==> src/rtl/reg_file_pkg.sv <==
// Shared constants and types for the 8 x 8-bit register file.
package reg_file_pkg;

  localparam int unsigned DATA_W   = 8;
  localparam int unsigned ADDR_W   = 3;
  localparam int unsigned NUM_REGS = 8;

  typedef logic signed [DATA_W-1:0] reg_data_t;
  typedef logic [ADDR_W-1:0]        reg_addr_t;
  typedef reg_data_t [NUM_REGS-1:0] reg_array_t;
  typedef logic [NUM_REGS-1:0]      reg_valid_t;

endpackage

==> src/rtl/reg_file_read_port.sv <==
// One combinational read port: data and valid muxes over the storage array.
// With REG_FILE_BYPASS_EN defined, a same-cycle write to the addressed register is forwarded.
module reg_file_read_port
  import reg_file_pkg::*;
(
  input  reg_array_t        i_regs,
  input  reg_valid_t        i_valid,
  input  logic [ADDR_W-1:0] i_addr,
`ifdef REG_FILE_BYPASS_EN
  input  logic              i_wr_en,
  input  logic [ADDR_W-1:0] i_wr_addr,
  input  logic [DATA_W-1:0] i_wr_data,
`endif
  output logic [DATA_W-1:0] o_data_c,
  output logic              o_valid_c
);

  reg_addr_t w_addr;

  assign w_addr = reg_addr_t'(i_addr);

`ifdef REG_FILE_BYPASS_EN
  logic w_hit;

  assign w_hit = i_wr_en && (i_wr_addr == i_addr);

  // Forwarded write data wins over the stored value on an address match
  always_comb begin
    o_data_c  = DATA_W'(i_regs[w_addr]);
    o_valid_c = i_valid[w_addr];
    if (w_hit) begin
      o_data_c  = i_wr_data;
      o_valid_c = 1'b1;
    end
  end
`else
  always_comb begin
    o_data_c  = DATA_W'(i_regs[w_addr]);
    o_valid_c = i_valid[w_addr];
  end
`endif

endmodule

==> src/rtl/reg_file.sv <==
// 8 x 8-bit register file: one synchronous write port, two combinational read ports,
// per-register written-since-reset valid bits. Optional macro: REG_FILE_BYPASS_EN.
module reg_file
  import reg_file_pkg::*;
(
  input  logic              CLK,
  input  logic              RESET,
  input  logic [DATA_W-1:0] IN,
  input  logic [ADDR_W-1:0] INADDRESS,
  input  logic              WRITE,
  input  logic              BUSYWAIT,
  input  logic [ADDR_W-1:0] OUT1ADDRESS,
  input  logic [ADDR_W-1:0] OUT2ADDRESS,
  output logic [DATA_W-1:0] OUT1,
  output logic [DATA_W-1:0] OUT2,
  output logic              OUT1_VALID,
  output logic              OUT2_VALID
);

  reg_array_t r_regs;
  reg_valid_t r_valid;
  logic       w_wr_en;
  reg_addr_t  w_wr_addr;

  assign w_wr_en   = WRITE && !BUSYWAIT && !RESET;
  assign w_wr_addr = reg_addr_t'(INADDRESS);

  // Storage and valid bits; reset beats any write or stall
  always_ff @(posedge CLK) begin
    if (RESET) begin
      r_regs  <= '0;
      r_valid <= '0;
    end else if (w_wr_en) begin
      r_regs[w_wr_addr]  <= reg_data_t'(IN);
      r_valid[w_wr_addr] <= 1'b1;
    end
  end

  reg_file_read_port u_rd1 (
    .i_regs    (r_regs),
    .i_valid   (r_valid),
    .i_addr    (OUT1ADDRESS),
`ifdef REG_FILE_BYPASS_EN
    .i_wr_en   (w_wr_en),
    .i_wr_addr (INADDRESS),
    .i_wr_data (IN),
`endif
    .o_data_c  (OUT1),
    .o_valid_c (OUT1_VALID)
  );

  reg_file_read_port u_rd2 (
    .i_regs    (r_regs),
    .i_valid   (r_valid),
    .i_addr    (OUT2ADDRESS),
`ifdef REG_FILE_BYPASS_EN
    .i_wr_en   (w_wr_en),
    .i_wr_addr (INADDRESS),
    .i_wr_data (IN),
`endif
    .o_data_c  (OUT2),
    .o_valid_c (OUT2_VALID)
  );

endmodule

==> config.mk <==
export PLATFORM = sky130hd
export DESIGN_NAME = reg_file
export DESIGN_NICKNAME = d
export VERILOG_FILES = /design/src/rtl/reg_file_pkg.sv /design/src/rtl/reg_file_read_port.sv /design/src/rtl/reg_file.sv
export SDC_FILE = /design/constraint.sdc
export NUM_CORES = 1
export LEC_CHECK = 0
export CELL_PAD_IN_SITES_DETAIL_PLACEMENT = 1
export CELL_PAD_IN_SITES_GLOBAL_PLACEMENT = 2
export CORE_ASPECT_RATIO = 2
export CORE_MARGIN = 4
export CORE_UTILIZATION = 36
export CTS_CLUSTER_SIZE = 14
export DETAILED_ROUTE_END_ITERATION = 10
export PLACE_DENSITY = 0.89
export SYNTH_ARGS = -nofsm -noshare
export SYNTH_HDL_FRONTEND = slang
export SYNTH_SLANG_ARGS = --single-unit
==> constraint.sdc <==
create_clock -name CLK -period 3 [get_ports CLK]
set_input_delay 0.9 -clock CLK [delete_from_list [all_inputs] [get_ports CLK]]
set_output_delay 0.9 -clock CLK [all_outputs]
set_load 0.02 [all_outputs]
==> out/results.ini <==
[worst_setup_path]
cp_num_buf_inv = 3
worst_r2r_startpoint = r_regs[39]
arrival_time_of_the_worst_setup_path_ns = 2.09
path_max_fanout = 8
cp-end-kind = output pin
worst_setup_path_start_kind = primary input
maximum_single_stage_delay_on_the_critical_path_ns = 0.51
timing.critical_path.from = OUT2ADDRESS[2]
timing.critical_path.cells = buf_12 > buf_12 > mux4_2 > mux2_4 > buf_6
critical_path.most_common_cell = sky130_fd_sc_hd__buf_12
timing.setup.critical_path_class = primary input to output pin
critical-path-top-delay-family = multiplexers
critical_path.slowest_cell = sky130_fd_sc_hd__mux4_2
worst-endpoint-required_ns = 2.10

[sta]
timing.hold.ws_ns = 0.4956
slew_headroom = 0.4934
fmax_mhz = 334.3
timing_worst_slew_pin_value_ns = 0.7599
grt_setup_unrepaired = yes
timing_hold_violations_final = 0
setup_slack_ns = 0.008282
layout_min_cycle_time_ns = 2.992
maxSlewViolCount = 0
skew_ns = 0
min_period_over_period = 0.9972
final-setup-viol-count = 0

[synth]
mappedNetlistArea_mm2 = 0.003896
combinational_family_with_the_most_area_after_synthesis = multiplexers
yosys_register_bits = 72
synth-seq-area-share = 0.3699
compound_gate_fraction_of_synth_area = 0.1747
yosys_warnings = 0
synth-edff-count = 0
postSynth.topFlopCell = sky130_fd_sc_hd__dfxtp_1
syn-instance-count = 397
synth.distinct_cells = 22
post_synth_xor_area_fraction = 0
synth_simple_gate_area_share = 0.1172
synth_async_sr_flop_share = 0
syn-mean-instance-area_um2 = 9.814
synthAdderAreaFrac = 0
postSynthNetCount = 418
muxShareOfSynthArea = 0.2601

[layout]
layout-drive-gt1-share = 0.2947
areaGrowthSynthToFinish_pct = 27.10
layout.core_utilization = 0.4697
finalNetCount = 447
footprint_of_the_multi_input_gates_mm2 = 0.002211
layout.filler_cells = 1144
antennaDiodeCount = 0
layout.cells.most_common_list = sky130_fd_sc_hd__a21oi_1, sky130_fd_sc_hd__dfxtp_1, sky130_fd_sc_hd__nand3_1, sky130_fd_sc_hd__o21ai_1, sky130_fd_sc_hd__mux4_2
area.sequential_mm2 = 0.001441

[cts]
cts-root-buf = sky130_fd_sc_hd__clkbuf_16
clock_insertion_delay_at_the_later_pin_of_the_skew_report_ns = 0.33
clkSinkCount = 72
cts_max_level = 3
cts.path.max_buffers = 2
clock_tree_from_tritoncts = done
cts_hold_repair.buffers = 0
number_of_buffers_created_by_cts = 9
worst_setup_hold_path_clk_slew_ns = 0.06

[floorplan]
row_count = 53
ios = 39
start_util = 0.3695
core_area_mm2 = 0.01054
die_y_um = 155.1
die_width_um = 81.56
floorplan.die_area_mm2 = 0.01265

[routing]
dr.first_iter.drc_count = 348
wl_per_cell_um = 24.11
route.final.wire_length_mm = 13.70
viasPerCell = 6.231
postRouteAntennaNets = 0
drtPass1Iterations = 5
routed-via-count = 3539
count_of_unresolved_drc_violations_after_routing = 0

[place]
routability_cong = 0.7499
post-dp-hpwl_mm = 7.819
port-buffer-count = 38
placement.setup.worst_slack_ns = -0.8769

[min_path]
worst_hold_startpoint = r_regs[52]
worstHoldPathType = flip-flop to flip-flop

[global_route]
grt.total_usage = 0.2292
grt_first_pass_wirelength_mm = 21.40
grt_start_max_net_pins = 73
grt-ovfl-total = 0
grt_antenna_before_repair = 0
grt_pass1_vias = 3794

[power_and_ir_drop]
leakage_nw = 1.716
power_density_mw_per_mm2 = 483.0
vdd_ir_drop_max_uv = 327.4

[run]
cap_viol_max_count = 0

[outcome]
status = finished, final reports clean

-- routing by layer --
metal,GRT usage,share of wire
met1,0.2575,0.37
met2,0.4000,0.55
met4,0.1193,0.040
met5,0,0
met3,0.03998,0.044
-- where the power goes --
| part | internal (W) | leakage (nW) | total, W | switching [W] |
|---|---|---|---|---|
| sequential | 0.000964 | 0.580 | 0.000970 | 0.00000594 |
| combinational | 0.000122 | 0.977 | 0.000282 | 0.000159 |
| clock | 0.000734 | 0.159 | 0.00114 | 0.000407 |
| total | 0.00182 | 1.72 | 0.00239 | 0.000572 |
-- area by class of cell --
type | count | share of cell area
clock inverter | 2 | 0.007074
tap | 137 | 0.03461
sequential | 72 | 0.2911
multi-input combinational | 274 | 0.4464
timing repair buffer | 69 | 0.1635
clock buffer | 14 | 0.05735
-- cells in the mapped netlist, types with 2 or more instances --
| cell | number | area [um2] |
|---|---|---|
| sky130_fd_sc_hd__buf_6 | 11 | 123.9 |
| sky130_fd_sc_hd__clkbuf_1 | 13 | 48.80 |
| sky130_fd_sc_hd__nand3_1 | 64 | 320.3 |
| sky130_fd_sc_hd__mux2_2 | 18 | 202.7 |
| sky130_fd_sc_hd__nor2_1 | 8 | 30.03 |
| sky130_fd_sc_hd__o21ai_0 | 5 | 25.02 |
| sky130_fd_sc_hd__nor2b_1 | 2 | 12.51 |
| sky130_fd_sc_hd__o21ai_1 | 59 | 295.3 |
| sky130_fd_sc_hd__mux4_2 | 36 | 810.8 |
| sky130_fd_sc_hd__buf_1 | 3 | 11.26 |
| sky130_fd_sc_hd__nand2b_1 | 2 | 12.51 |
| sky130_fd_sc_hd__buf_2 | 24 | 120.1 |
| sky130_fd_sc_hd__dfxtp_1 | 72 | 1441 |
| sky130_fd_sc_hd__a21oi_1 | 72 | 360.4 |
-- metrics by stage --
stage	TNS [ns]	total power [W]	instance area (um2)	std cells
floorplan	0	0.001132	3896	397
global placement	-14.93	0.001232	4442	546
global route	-0.02780	0.002460	4952	568
CTS	0	0.002391	4875	567
detailed placement	-15.12	0.001237	4442	546
finish	0	0.002392	4952	568
-- tightest hold or removal path: cells and delay by family (launching register included) --
| family | cells | cell delay [ns] |
|---|---|---|
| AOI/OAI and AO/OA | 2 | 0.13 |
| DFF | 1 | 0.31 |
-- sequential cells by signal (all words and copies together) (netlist names) --
name / cells
r_regs: 64
r_valid: 8
-- path summary, 6_finish.rpt --
path | to | slack, ns | cells past startpoint
worst min register to register | r_regs[52] | 0.50 | 2
worst max-delay path | OUT2[3] | 0.008 | 5
worst min-delay path | r_regs[52] | 0.50 | 2
worst max register to register | r_regs[39] | 2.24 | 2
-- kinds of logic (layout without fill, tap and decap cells) --
logic type      Yosys count  count (layout)
buf+inv                  51              85
mux                      54              54
simple gates             84              84
flops                    72              72
compound gates          136             136
-- repair_timing --
item | in CTS | in global routing
buffers inserted | 1 | 1
cloned | 4 | 1
setup endpoints to repair | 18 | 12
gates resized for setup | 125 | 21
Note: power is estimated with default switching activity, not from simulation.
